`src/rtl/rotation_angle_tracker.sv`:
```
// Tracks display spin period from IR beam-break rising edges and sweeps an angular
// slice index across each revolution using divider-free Bresenham accumulation.
module rotation_angle_tracker #(
    parameter int ROTATIONAL_RES = 1024,
    parameter int PERIOD_WIDTH   = 24,
    parameter int MIN_PERIOD     = 4096,
    parameter int MAX_PERIOD     = 2**24-1
) (
    input  logic                              clk_in,
    input  logic                              rst_in,
    input  logic                              ir_tripped,
    output logic [$clog2(ROTATIONAL_RES)-1:0] dtheta,
    output logic                              theta_strobe,
    output logic                              rev_strobe,
    output logic                              locked,
    output logic [PERIOD_WIDTH-1:0]           period_out,
    output logic [1:0]                        o_dbg_state
);

    localparam int TW = $clog2(ROTATIONAL_RES);
    localparam int AW = PERIOD_WIDTH + 1;
    localparam logic [PERIOD_WIDTH-1:0] MIN_P = PERIOD_WIDTH'(MIN_PERIOD);
    localparam logic [PERIOD_WIDTH-1:0] MAX_P = PERIOD_WIDTH'(MAX_PERIOD);
    localparam logic [AW-1:0]           RES_A = AW'(ROTATIONAL_RES);
    localparam logic [TW-1:0]           TOP   = TW'(ROTATIONAL_RES - 1);

    // Handshake: none; outputs are registered levels/pulses, strobes valid for one cycle.
    typedef enum logic [1:0] {
        S_UNLOCKED = 2'd0,
        S_ARMED    = 2'd1,
        S_LOCKED   = 2'd2
    } state_t;

    state_t                  r_state;
    state_t                  w_next_state;
    logic                    r_ir_prev;
    logic                    r_seen_low;
    logic [PERIOD_WIDTH-1:0] r_period_cnt;
    logic [AW-1:0]           r_acc;
    logic [TW-1:0]           r_dtheta;
    logic                    r_theta_strobe;
    logic                    r_rev_strobe;
    logic                    r_locked;
    logic [PERIOD_WIDTH-1:0] r_period_out;

    logic          w_edge;
    logic          w_long;
    logic          w_timeout;
    logic [AW-1:0] w_sum;
    logic [AW-1:0] w_period_ext;
    logic          w_cnt_clear;
    logic          w_restart;
    logic          w_drop;
    logic          w_advance_en;

    // r_seen_low suppresses a false edge when the beam is already broken at reset release.
    assign w_edge       = ir_tripped & ~r_ir_prev & r_seen_low;
    assign w_long       = (r_period_cnt >= MIN_P);
    assign w_timeout    = (r_period_cnt == MAX_P);
    assign w_sum        = r_acc + RES_A;
    assign w_period_ext = {1'b0, r_period_out};

    always_comb begin
        w_next_state = r_state;
        w_cnt_clear  = 1'b0;
        w_restart    = 1'b0;
        w_drop       = 1'b0;
        w_advance_en = 1'b0;
        case (r_state)
            S_UNLOCKED: begin
                if (w_edge) begin
                    w_next_state = S_ARMED;
                    w_cnt_clear  = 1'b1;
                end
            end
            S_ARMED: begin
                if (w_edge && w_long) begin
                    w_next_state = S_LOCKED;
                    w_restart    = 1'b1;
                end else if (w_timeout) begin
                    w_next_state = S_UNLOCKED;
                end
            end
            S_LOCKED: begin
                if (w_edge && w_long) begin
                    w_restart = 1'b1;
                end else if (w_timeout) begin
                    w_next_state = S_UNLOCKED;
                    w_drop       = 1'b1;
                end else if (r_dtheta != TOP) begin
                    w_advance_en = 1'b1;
                end
            end
            default: w_next_state = S_UNLOCKED;
        endcase
    end

    always_ff @(posedge clk_in or posedge rst_in) begin
        if (rst_in) begin
            r_state        <= S_UNLOCKED;
            r_ir_prev      <= 1'b0;
            r_seen_low     <= 1'b0;
            r_period_cnt   <= '0;
            r_acc          <= '0;
            r_dtheta       <= '0;
            r_theta_strobe <= 1'b0;
            r_rev_strobe   <= 1'b0;
            r_locked       <= 1'b0;
            r_period_out   <= '0;
        end else begin
            r_state        <= w_next_state;
            r_ir_prev      <= ir_tripped;
            r_seen_low     <= r_seen_low | ~ir_tripped;
            r_theta_strobe <= 1'b0;
            r_rev_strobe   <= 1'b0;

            if (w_cnt_clear || w_restart) begin
                r_period_cnt <= PERIOD_WIDTH'(1);
            end else if (!w_timeout) begin
                r_period_cnt <= r_period_cnt + PERIOD_WIDTH'(1);
            end

            if (w_restart) begin
                r_period_out   <= r_period_cnt;
                r_dtheta       <= '0;
                r_acc          <= '0;
                r_rev_strobe   <= 1'b1;
                r_theta_strobe <= 1'b1;
                r_locked       <= 1'b1;
            end else if (w_drop) begin
                r_dtheta <= '0;
                r_acc    <= '0;
                r_locked <= 1'b0;
            end else if (w_advance_en) begin
                // period_out >= ROTATIONAL_RES, so at most one slice per cycle.
                if (w_sum >= w_period_ext) begin
                    r_acc          <= w_sum - w_period_ext;
                    r_dtheta       <= r_dtheta + TW'(1);
                    r_theta_strobe <= 1'b1;
                end else begin
                    r_acc <= w_sum;
                end
            end
        end
    end

    assign dtheta       = r_dtheta;
    assign theta_strobe = r_theta_strobe;
    assign rev_strobe   = r_rev_strobe;
    assign locked       = r_locked;
    assign period_out   = r_period_out;
    assign o_dbg_state  = r_state;

endmodule

```
`config.mk`:
```
export PLATFORM = sky130hd
export DESIGN_NAME = rotation_angle_tracker
export DESIGN_NICKNAME = d
export VERILOG_FILES = /design/src/rtl/rotation_angle_tracker.sv
export SDC_FILE = /design/constraint.sdc
export NUM_CORES = 1
export LEC_CHECK = 0
export CAP_MARGIN = 40
export CORE_UTILIZATION = 27
export DETAILED_ROUTE_END_ITERATION = 8
export GPL_TIMING_DRIVEN = 0
export HOLD_SLACK_MARGIN = 0.1
export PLACE_DENSITY = 0.45
export SYNTH_ARGS = -nofsm -noshare
export SYNTH_HDL_FRONTEND = slang
export SYNTH_SLANG_ARGS = --single-unit
```
`constraint.sdc`:
```
create_clock -name clk_in -period 8.1 [get_ports clk_in]
set_input_delay 2.025 -clock clk_in [delete_from_list [all_inputs] [get_ports clk_in]]
set_output_delay 2.025 -clock clk_in [all_outputs]
set_load 0.05 [all_outputs]
```
* Yosys cells after proc, flatten, opt, wreduce, memory -nomap -nowiden
Index checks and enable logic that the tools add are counted.
** Operators by class
- Add/sub/neg operators :: 4
- Magnitude comparators :: 2
- Equal/unequal tests :: 7
- Muxes and demuxes :: 33
- Bitwise gates (word level) :: 5
- Reductions and logical operators :: 9
** Operator list (count)
- $mux W25 :: 4
- $mux W24 :: 2
- $mux W10 :: 4
- $add A25 B11 Y25 const B :: 1
- $ge A25 B24 Y1 :: 1
- $sub A25 B24 Y25 :: 1
- $add A24 B1 Y24 const B :: 1
- $eq A24 B24 Y1 const B :: 1
- $ge A24 B13 Y1 const B :: 1
- $mux W1 :: 18
- $add A10 B1 Y10 const B :: 1
- $ne A10 B10 Y1 const B :: 1
- $mux W2 :: 4
- $pmux W2 S3 :: 1
- $reduce_bool A3 Y1 :: 2
- $ne A2 B2 Y1 const B :: 2
- $reduce_and A2 Y1 :: 2
- $and A1 B1 Y1 :: 2
- $eq A2 B1 Y1 const B :: 1
- $eq A2 B2 Y1 const B :: 1
- $logic_not A2 Y1 :: 1
- $ne A2 B1 Y1 const B :: 1
- $not A1 Y1 :: 2
- $reduce_bool A2 Y1 :: 1
- 4 further kinds :: 4
** Storage, ports and cells
- Register bits after elaboration :: 90
- Output and inout bits :: 39
- Logic and storage cells :: 70

* Logic depth before layout (Yosys ltp)
Gate-level depths: netlist of run 1.
- Depth in word-level cells :: 9
- Gate-level depth with buffers :: 18
- Mapped depth without buffers :: 17

* Worst setup path after synthesis of run 1
Ideal clock, no wire load.
- Path kind :: register to register
- Start point :: register r_acc[10]
- End point :: register r_acc[22]
- Library setup time :: 0.126 ns
- Arrival :: 3.851 ns
- Data required time :: 7.974 ns
- Setup slack :: 4.123 ns
- Cell stages (with the launch flop) :: 18
- Cell sequence :: dfrtp_1 > ha_1 > nand3_1 > nor2_1 > nand4_1 > and2_1 > or2_2 > ha_1 > clkbuf_2 > nand2_1 > or4_4 > or4_4 > o2111ai_2 > nor2_2 > nand2_1 > buf_4 > a21oi_1 > a221o_1
** Between the ends
- Longest elaborated chain between the ends :: 6
** Ends and longest elaborated chain
- start: declaration :: RTL line 39 : logic [AW-1:0] r_acc;
- start signal: assignment :: RTL line 137 : r_acc <= w_sum - w_period_ext;
- start signal: assignment :: RTL line 141 : r_acc <= w_sum;
- $add A25 B11 Y25 (*) :: RTL line 60 : assign w_sum = r_acc + RES_A;
- $sub A25 B24 Y25 / $ge A25 B24 Y1 (equally long branches) :: RTL line 137, 136
- $mux W25 (*) :: RTL line 136 : if (w_sum >= w_period_ext) begin
- $mux W25 (*) :: RTL line 134 : end else if (w_advance_en) begin
- $mux W25 (*) :: RTL line 130 : end else if (w_drop) begin
- $mux W25 (*) :: RTL line 123 : if (w_restart) begin
Every way passes the cells marked *; elsewhere a longest branch is shown, timed or not. The select of a mux whose other input is x is not followed.
A chain may end at the register's enable or synchronous reset.

* Worst setup path in the final report of run 1
- Start point :: register r_acc[10]
- End point :: register r_dtheta[4] (netlist: dtheta[4])
** Between the ends
- Longest elaborated chain between the ends :: 4
** Ends and longest elaborated chain
- $add A25 B11 Y25 :: RTL line 60
- $ge A25 B24 Y1 :: RTL line 136
- $reduce_bool A3 Y1 (no source line)
- $reduce_and A2 Y1 (no source line)
- end signal: assignment :: RTL line 138 : r_dtheta <= r_dtheta + TW'(1);
- end: declaration :: RTL line 40 : logic [TW-1:0] r_dtheta;
No other way between the ends.

==> impl_metrics.py, run 1 <==
metrics = {
    "synthesis": {
        "syn-num-nets": 694,
        "ys_types": 72,
        "syn-instance-count": 658,
        "synth_top_flop_cell": "dfrtp_1",
        "postSynthAreaPerCell_um2": 8.684,
        "yosys_warnings": 0,
        "synth_edf_count": 0,
        "async_flop_share_pct": 100.0,
        "syn_area_um2": 5714,
        "ys_ff_latch": 90,
        "synth-seq-area-share_pct": 39.41,
    },
    "sta": {
        "setup_slack_ps": 3506,
        "period_needed_ps": 4594,
        "rsz0062_at_grt": "false",
        "slew_headroom_pct": 49.32,
        "hold_viol": 0,
        "skew_ps": 9.737,
        "worstMarginPinSlew_ps": 756.0,
        "setup_violations": 0,
        "maxSlewViolCount": 0,
        "setup-tns-final_ps": 0,
        "finalCritPeriodShare_pct": 56.71,
        "holdWs_ps": 470.3,
        "max_freq_ghz": 0.2177,
    },
    "power": {
        "p_leak_nw": 2.997,
        "total_power_mw": 2.893,
        "p_per_area_nw_per_um2": 424.6,
        "combPwrFrac_pct": 61.1,
        "swShare_pct": 48.95,
        "power_frac_clock_pct": 15.5,
        "power.internal_mw": 1.477,
        "ir_drop_mv": 0.1391,
        "p_switching_mw": 1.416,
        "sequentialPowerShare_pct": 23.4,
    },
    "clock_network": {
        "postCtsHoldBufs": 0,
        "clockBufferDepth": 2,
        "cts_tree": "built",
        "postCtsSetupRepairBufs": 0,
        "clock_latency_ps": 350,
        "clkSlewWorstSetupHoldPaths_ps": 70,
        "root_buffer": "clkbuf_16",
        "cts_resized": 0,
        "clkSinkCount": 90,
        "cts-buffers-inserted": 9,
        "cts_max_level": 3,
    },
    "floorplan": {
        "num_rows": 52,
        "initial_core_util_pct": 27.88,
        "dieArea_um2": 21750,
        "io_pins": 42,
        "die_height_um": 147.5,
        "coreArea_um2": 20490,
        "fp.dieW_um": 147.5,
    },
    "finish": {
        "n_antenna_cell": 0,
        "post-route-util_pct": 33.24,
        "num-fill-cells": 2128,
        "final_cells": 988,
        "final_common_cell": "dfrtp_1",
        "layout_common_cells": "90 x dfrtp_1, 78 x nand2_1, 57 x o21ai_0",
        "drive_gt1_share_pct": 6.685,
        "nets": 749,
        "multi_input_area_um2": 3184,
        "seqCellArea_um2": 2252,
        "syn2layout_area_growth_pct": 19.22,
        "final_cell_area_um2": 6813,
    },
    "placed_design": {
        "gp_congestion": 0.8504,
        "detailed_place_hpwl_um": 12530,
        "dp_cells": 972,
        "dpl_worst_slack_ps": 3161,
        "port_buffers": 41,
        "placed_cell_area_um2": 6507,
    },
    "worst_hold_path": {
        "hold_class": "flop to flop",
        "hold-path-cell-count": 1,
    },
    "drt": {
        "dr_total_vias": 4918,
        "drc": 0,
        "ant_nets": 0,
        "wl_per_cell_um": 16.71,
        "vias_per_cell": 4.978,
        "wl_um": 16510,
        "dr.first_iter.drc_count": 259,
        "dr.pass1.iters": 5,
    },
    "grt": {
        "grt_pass1_wl_um": 26790,
        "grtUsageTotal_pct": 15.79,
        "antenna_found_initial": 0,
        "grt-ovfl-total": 0,
        "grt_pass1_vias": 4938,
        "grt_max_degree": 53,
    },
    "setup_path": {
        "crit_required_ps": 8350,
        "cp_data_arrival_time_ps": 4850,
        "cp-end-kind": "flop",
        "critical_path_class": "flop to flop",
        "cp_max_fo": 10,
        "worst_setup_path_start_kind": "flop",
        "worstRegToRegCells": 17,
    },
    "run": {
        "cap_violations": 0,
    },
    "outcome": {
        "outcome": "complete, no violations",
    },
}
metal layers:
metal | routed length, µm | vias up | track usage [%]
met5 | 0 | - | 0
met2 | 7905 | 81 | 26.23
met1 | 7996 | 2388 | 21.45
met4 | 185 | 0 | 4.742
met3 | 424 | 12 | 1.852
li1 | - | 2437 | -
critical path: stages (launching register included):
cell and delay (ps):
dfrtp_1 450, ha_1 260, nand3_1 210, nor2_1 200, nand4_1 180, and2_1 220
or2_2 310, ha_1 270, clkbuf_2 170, nand2_1 140, or4_4 530, or4_4 570
o2111ai_2 160, nor2_2 170, nor2_4 200, buf_6 190, nand2_4 60, o31ai_1 190
final cells by class:
type	instances	share of cell area (%)
Timing Repair Buffer	44	6.648
Clock inverter	5	0.9183
Inverter	46	2.571
Sequential cell	90	33.06
Clock buffer	11	3.563
Tap cell	270	4.959
Buffer	20	1.543
Multi-Input combinational cell	502	46.74
Yosys cell counts, drive strengths merged (5+ instances only):
| cell type | instances | area (µm²) |
|---|---|---|
| and4 | 5 | 43.79 |
| xnor2 | 24 | 210.2 |
| nor3 | 10 | 55.05 |
| buf | 6 | 51.30 |
| nor4 | 8 | 71.32 |
| xor2 | 29 | 254.0 |
| o211ai | 7 | 52.55 |
| or3 | 8 | 51.30 |
| nand4 | 15 | 93.84 |
| a21o | 9 | 68.82 |
| o21ai | 62 | 325.3 |
| and2 | 5 | 31.28 |
| and3 | 11 | 70.07 |
| nand2b | 6 | 37.54 |
| a21oi | 40 | 200.2 |
| dfrtp | 90 | 2252 |
| nor2 | 56 | 220.2 |
| or2 | 5 | 31.28 |
| ha | 32 | 400.4 |
| a31oi | 5 | 31.28 |
| inv | 46 | 172.7 |
| nand2 | 79 | 304.0 |
| nand3 | 35 | 180.2 |
| clkbuf | 14 | 53.80 |
sequential cells by signal, indices dropped and copies added (netlist names):
register and cells:
r_seen_low 1, rev_strobe 1, r_period_cnt 24, r_acc 25, dtheta 10, theta_strobe 1
r_ir_prev 1, o_dbg_state 2, locked 1, period_out 24
cell families after synthesis:
kind of cell             after synthesis  share of synthesized area [%]
buffers and inverters                 66                          4.861
adder cells (fa/ha/maj)               33                          7.357
AO/OA/AOI/OAI                        163                          17.85
AND/OR/NAND/NOR                      252                          22.22
XOR/XNOR                              53                          8.123
multiplexers                           1                         0.1752
flip-flops                            90                          39.41
worst paths after layout:
kind	slack, ps	from	endpoint
worst max-delay path	3510	r_acc[10]$_DFFE_PP0P_	dtheta[4]$_DFFE_PP0P_
worst min-delay path	470	r_seen_low$_DFF_PP0_	r_seen_low$_DFF_PP0_
worst max register to register	3510	r_acc[10]$_DFFE_PP0P_	dtheta[4]$_DFFE_PP0P_
worst min register to register	470	r_seen_low$_DFF_PP0_	r_seen_low$_DFF_PP0_
max in group asynchronous	5390	rst_in	period_out[21]$_DFFE_PP0P_
min in group asynchronous	2080	rst_in	o_dbg_state[1]$_DFFE_PP0P_
power groups by stage:
stage / registers (mW) / clock network [mW] / logic (mW)
5_1_grt: 0.699 / 0.471 / 1.94
6_report: 0.678 / 0.448 / 1.77
3_5_place_dp: 0.687 / 0 / 1.75
3_3_place_gp: 0.686 / 0 / 1.74
4_1_cts: 0.680 / 0.455 / 1.76
2_1_floorplan: 0.861 / 0 / 1.10
No activity file was read; power rests on OpenSTA's default activity.
==> run 2, diff against run 1 <==
- clock period: 8.1 -> 4.3 ns (I/O delays scaled with it)
==> run 2 against run 1 <==
Net effect:
- global-route usage barely moved
- critical endpoint is now r_acc[21]$_DFFE_PP0P_
- combinational power rose by 93%
- core utilization rose by 0.64 points
- largest cell class unchanged
- hold slack barely moved
==> impl_metrics.py, run 2 (same netlist as run 1, synthesis figures left out) <==
metrics = {
    "setup_path": {
        "crit_path_max_incr_delay_ps": 590,
        "cp-end-kind": "flop",
        "cp_max_fo": 7,
        "worstPathCellList": "ha_4 > nand3_4 > nor2_2 > nand4_1 > and2_1 > or2_2 > ha_1 > clkbuf_4 > nand2_2 > or4_4 > or4_4 > o2111ai_4 > nor2_4 > buf_4 > and4b_1 > a221o_1",
        "crit_family": "simple AND/OR/NAND/NOR gates",
        "critical_path_class": "flop to flop",
        "critPathMostFrequentCell": "or4_4",
        "timing.critical_path.buf_inv": 2,
        "worst_setup_path_start_kind": "flop",
        "crit_required_ps": 4540,
        "critical-path-slowest-cell": "or4_4",
        "cp_data_arrival_time_ps": 4370,
    },
    "run": {
        "cap_violations": 0,
    },
    "clock_network": {
        "cts_max_level": 3,
        "root_buffer": "clkbuf_16",
        "clkSinkCount": 90,
        "clkSlewWorstSetupHoldPaths_ps": 70,
        "cts_tree": "built",
        "clock_latency_ps": 360,
        "postCtsHoldBufs": 0,
        "clockBufferDepth": 2,
        "cts-buffers-inserted": 9,
    },
    "finish": {
        "nets": 754,
        "drive_gt1_share_pct": 9.267,
        "n_antenna_cell": 0,
        "layout_common_cells": "85 x dfrtp_1, 77 x nand2_1, 57 x o21ai_0",
        "final_common_cell": "dfrtp_1",
        "top_register": "r_acc",
        "syn2layout_area_growth_pct": 21.52,
        "largest_reg_flops": 25,
    },
    "grt": {
        "grtUsageTotal_pct": 15.81,
        "grt_pass1_wl_um": 26820,
        "grt_max_degree": 53,
        "antenna_found_initial": 0,
        "grt-ovfl-total": 0,
        "grt_pass1_vias": 4945,
    },
    "worst_hold_path": {
        "hold_class": "flop to flop",
    },
    "floorplan": {
        "initial_core_util_pct": 27.88,
        "num_rows": 52,
        "coreArea_um2": 20490,
        "fp.dieW_um": 147.5,
        "io_pins": 42,
        "dieArea_um2": 21750,
        "die_height_um": 147.5,
    },
    "placed_design": {
        "detailed_place_hpwl_um": 12530,
        "dpl_worst_slack_ps": -279.9,
        "gp_congestion": 0.8504,
        "port_buffers": 41,
    },
    "drt": {
        "wl_per_cell_um": 16.78,
        "dr.pass1.iters": 4,
        "dr.first_iter.drc_count": 262,
        "ant_nets": 0,
        "dr_total_vias": 4980,
        "wl_um": 16660,
        "vias_per_cell": 5.015,
        "drc": 0,
    },
    "sta": {
        "setup_violations": 0,
        "holdWs_ps": 470.3,
        "skew_ps": 10.11,
        "finalCritPeriodShare_pct": 95.99,
        "max_freq_ghz": 0.2423,
        "hold_viol": 0,
        "period_needed_ps": 4127,
        "worstMarginPinSlew_ps": 764.5,
        "slew_headroom_pct": 48.75,
        "rsz0062_at_grt": "false",
        "setup_slack_ps": 172.6,
        "maxSlewViolCount": 0,
    },
    "power": {
        "p_leak_nw": 3.019,
        "ir_drop_mv": 0.2615,
        "p_per_area_nw_per_um2": 798.8,
    },
    "outcome": {
        "outcome": "complete, no violations",
    },
}
run 2: worst paths after layout:
check	cells past startpoint	startpoint	slack, ps	endpoint
setup / recovery	16	r_acc[10]$_DFFE_PP0P_	170	r_acc[21]$_DFFE_PP0P_
hold reg to reg	1	r_seen_low$_DFF_PP0_	470	r_seen_low$_DFF_PP0_
hold / removal	1	r_seen_low$_DFF_PP0_	470	r_seen_low$_DFF_PP0_
min in group asynchronous	2	rst_in	1130	o_dbg_state[1]$_DFFE_PP0P_
setup reg to reg	16	r_acc[10]$_DFFE_PP0P_	170	r_acc[21]$_DFFE_PP0P_
max in group asynchronous	3	rst_in	2530	period_out[13]$_DFFE_PP0P_
run 2: layout make-up:
cell class	instances	area [µm²]
sequential	90	2258
clock buffer	11	242.7
tap	270	337.8
timing repair buffer	49	490.5
fill	2116	13550
buffer	20	122.6
clock inverter	5	62.56
inverter	46	175.2
multi-input combinational	502	3254
run 2: repair_timing:
action / in CTS / in global routing
gates cloned: 0 / 0
pin swaps: 1 / 5
resized for setup: 11 / 15
setup endpoints to repair: 36 / 36
buffers inserted: 1 / 4
run 2: power breakdown:
part           leakage, nW  internal [mW]  switching [mW]
Clock                0.142          0.471           0.373
Sequential            1.20           1.07           0.210
Combinational         1.68           1.30            2.12
run 2: layer usage:
metal | track usage, % | wire length (µm)
met1 | 21.51 | 8048
met2 | 26.23 | 7968
met3 | 1.852 | 457
met4 | 4.742 | 187
met5 | 0 | 0
run 2: worst reg2reg max path: cells and delay by family, from the launching register on:
family,cells,cell delay (ps)
flops,1,420
fa+ha+maj,2,460
simple gates,10,2390
compound gates,2,420
buf+inv,2,340
run 2: stage by stage:
step                      util [%]  TNS (ps)  power, mW  instance area [µm²]  cells
after floorplan                  -         0      3.691                 5714    658
after global placement       31.53    -74120      4.579                 6462    969
after detailed placement     31.75     -6549      4.589                 6507    972
after CTS                    33.51         0      5.500                 6868    989
after global routing         33.88         0      5.964                 6944    993
final                        33.88         0      5.547                 6944    993
==> run 3, diff against run 2 <==
- CORE_MARGIN: default -> 4
- RECOVER_POWER: default -> 100
- clock period: 4.3 -> 4.7 ns (I/O delays scaled with it)
==> run 3 against run 2 <==
Net effect:
- worst setup slack improved by 140 ps
- highest routed layer unchanged
- wire length fell by 0.24%
- cell count fell by 0.40%
- clock skew rose by 0.56 ps
- largest cell class unchanged
- die area rose by 8.3%
- the flow now finishes with violations (capacitance limit, slew limit)
- fmax fell by 5.9%
- total power fell by 10%
- hold slack got worse by 2.6 ps
- flip-flop and latch count did not move
- combinational power fell by 12%
- critical path depth rose by 1
- sequential share of layout area rose by 0.56 points
==> impl_metrics.py, run 3 (same netlist as run 1, synthesis figures left out) <==
metrics = {
    "outcome": {
        "outcome": "finished with violations",
        "violations": "capacitance limit, slew limit",
    },
    "drt": {
        "ant_nets": 0,
        "wl_um": 16620,
        "vias_per_cell": 5.019,
        "dr.pass1.iters": 5,
        "wl_per_cell_um": 16.81,
        "dr_total_vias": 4964,
        "drc": 0,
        "dr.first_iter.drc_count": 253,
    },
    "sta": {
        "holdWs_ps": 467.7,
        "setup_violations": 0,
        "max_freq_ghz": 0.2281,
        "setup-tns-final_ps": 0,
        "finalCritPeriodShare_pct": 93.28,
        "hold_viol": 0,
        "worstMarginPinSlew_ps": 1680,
        "maxSlewViolCount": 36,
        "skew_ps": 10.67,
        "period_needed_ps": 4384,
        "slew_headroom_pct": -12.61,
    },
    "power": {
        "sequentialPowerShare_pct": 23.5,
        "total_power_mw": 4.966,
        "power.internal_mw": 2.516,
        "power_frac_clock_pct": 15.7,
        "swShare_pct": 49.34,
        "ir_drop_mv": 0.2528,
        "p_leak_nw": 3.083,
        "combPwrFrac_pct": 60.8,
        "p_per_area_nw_per_um2": 729.1,
        "p_switching_mw": 2.450,
    },
    "finish": {
        "syn2layout_area_growth_pct": 19.20,
        "nets": 749,
        "final_common_cell": "dfrtp_1",
        "top_register": "r_acc",
        "final_cell_area_um2": 6812,
        "drive_gt1_share_pct": 7.382,
        "post-route-util_pct": 33.24,
        "num-fill-cells": 2147,
        "largest_reg_flops": 25,
        "layout_common_cells": "89 x dfrtp_1, 78 x nand2_1, 58 x o21ai_0",
    },
    "grt": {
        "grt_pass1_vias": 4883,
        "grt_max_degree": 57,
        "grt_pass1_wl_um": 26870,
        "grt-ovfl-total": 0,
        "grtUsageTotal_pct": 14.26,
        "antenna_found_initial": 0,
    },
    "clock_network": {
        "clock_latency_ps": 350,
        "cts_tree": "built",
        "cts-buffers-inserted": 9,
        "clkSinkCount": 90,
        "postCtsHoldBufs": 0,
        "root_buffer": "clkbuf_16",
        "clkSlewWorstSetupHoldPaths_ps": 70,
        "cts_max_level": 3,
        "clockBufferDepth": 2,
    },
    "setup_path": {
        "cp_data_arrival_time_ps": 4640,
        "critical_path_class": "flop to flop",
        "cp-startpoint": "r_acc[10]$_DFFE_PP0P_",
        "crit_required_ps": 4950,
        "cp_max_fo": 10,
        "worst_setup_path_start_kind": "flop",
        "reg2reg_from": "r_acc[10]$_DFFE_PP0P_",
        "cp-end-kind": "flop",
    },
    "placed_design": {
        "detailed_place_hpwl_um": 12640,
        "port_buffers": 41,
        "placed_cell_area_um2": 6505,
        "gp_congestion": 0.8997,
    },
    "floorplan": {
        "coreArea_um2": 20490,
        "num_rows": 52,
        "fp.dieW_um": 153.5,
        "die_height_um": 153.5,
        "dieArea_um2": 23550,
        "initial_core_util_pct": 27.88,
        "io_pins": 42,
    },
    "worst_hold_path": {
        "hold_class": "flop to flop",
        "min_from": "r_seen_low$_DFF_PP0_",
    },
    "run": {
        "cap_violations": 1,
    },
}
[run 3: changes by cell type in the layout (fill, tap and decap cells not counted), moves of 2 or more]
| cell | change |
|---|---|
| and3_1 | +2 |
| buf_4 | -4 |
| clkbuf_2 | +3 |
| clkdlybuf4s50_1 | -41 |
| dfrtp_1 | +4 |
| dfrtp_2 | -4 |
| dlygate4sd3_1 | +41 |
| ha_4 | -2 |
| inv_6 | +2 |
[run 3: timing repair]
item,4_1_cts,5_1_grt
gates resized for setup,0,8
setup endpoints to repair,0,35
setup buffers,0,0
hold endpoints to repair,0,0
[run 3: through the flow]
step,std cells,setup slack (ps)
2_1_floorplan,658,723.3
3_3_place_gp,969,-475.7
3_5_place_dp,972,112.3
4_1_cts,988,66.73
5_1_grt,988,-4.470
6_report,989,315.9
[run 3: final cells by class]
type / count / area [µm²] / share of cell area [%]
clock buffers: 10 / 239.0 / 3.508
inverters: 46 / 173.9 / 2.553
flip-flops and latches: 90 / 2253 / 33.08
clock inverters: 6 / 71.32 / 1.047
plain buffers: 20 / 108.9 / 1.598
diodes: 1 / 2.502 / 0.03674
well taps: 270 / 337.8 / 4.960
repair buffers: 44 / 427.9 / 6.282
multi-input cells: 502 / 3197 / 46.93
[run 3: final timing paths]
| kind | endpoint | slack [ps] | cells past startpoint |
|---|---|---|---|
| min in group asynchronous | o_dbg_state[1]$_DFFE_PP0P_ | 1670 | 2 |
| hold / removal | r_seen_low$_DFF_PP0_ | 470 | 1 |
| hold reg to reg | r_seen_low$_DFF_PP0_ | 470 | 1 |
| max in group asynchronous | period_out[20]$_DFFE_PP0P_ | 980 | 3 |
| setup reg to reg | dtheta[4]$_DFFE_PP0P_ | 320 | 17 |
| setup / recovery | dtheta[4]$_DFFE_PP0P_ | 320 | 17 |
[run 3: worst max-delay path, stage by stage, from the launching register on]
cell and delay (ps):
dfrtp_2 420, ha_2 240, nand3_2 150, nor2_1 180, nand4_1 180, and2_1 210, or2_2 310, ha_1 270
clkbuf_2 170, nand2_1 140, or4_4 530, or4_4 580, o2111ai_2 180, nor2_4 120, nor2_4 180, buf_6 190
nand2_4 60, o31ai_1 190
[run 3: power by group through the flow]
stage | clock network (mW) | logic [mW] | registers, mW
floorplan | 0 | 1.89 | 1.48
global placement | 0 | 3.00 | 1.18
detailed placement | 0 | 3.01 | 1.18
CTS | 0.801 | 3.04 | 1.17
global route | 0.827 | 3.32 | 1.20
finish | 0.780 | 3.02 | 1.17
[run 3: per-layer routing]
layer	track usage, %	share of wire [%]	vias to the layer above
li1	-	-	2440
met5	0	0	-
met3	1.979	3.3	23
met1	19.52	48	2399
met4	5.383	2.3	0
met2	22.95	47	102
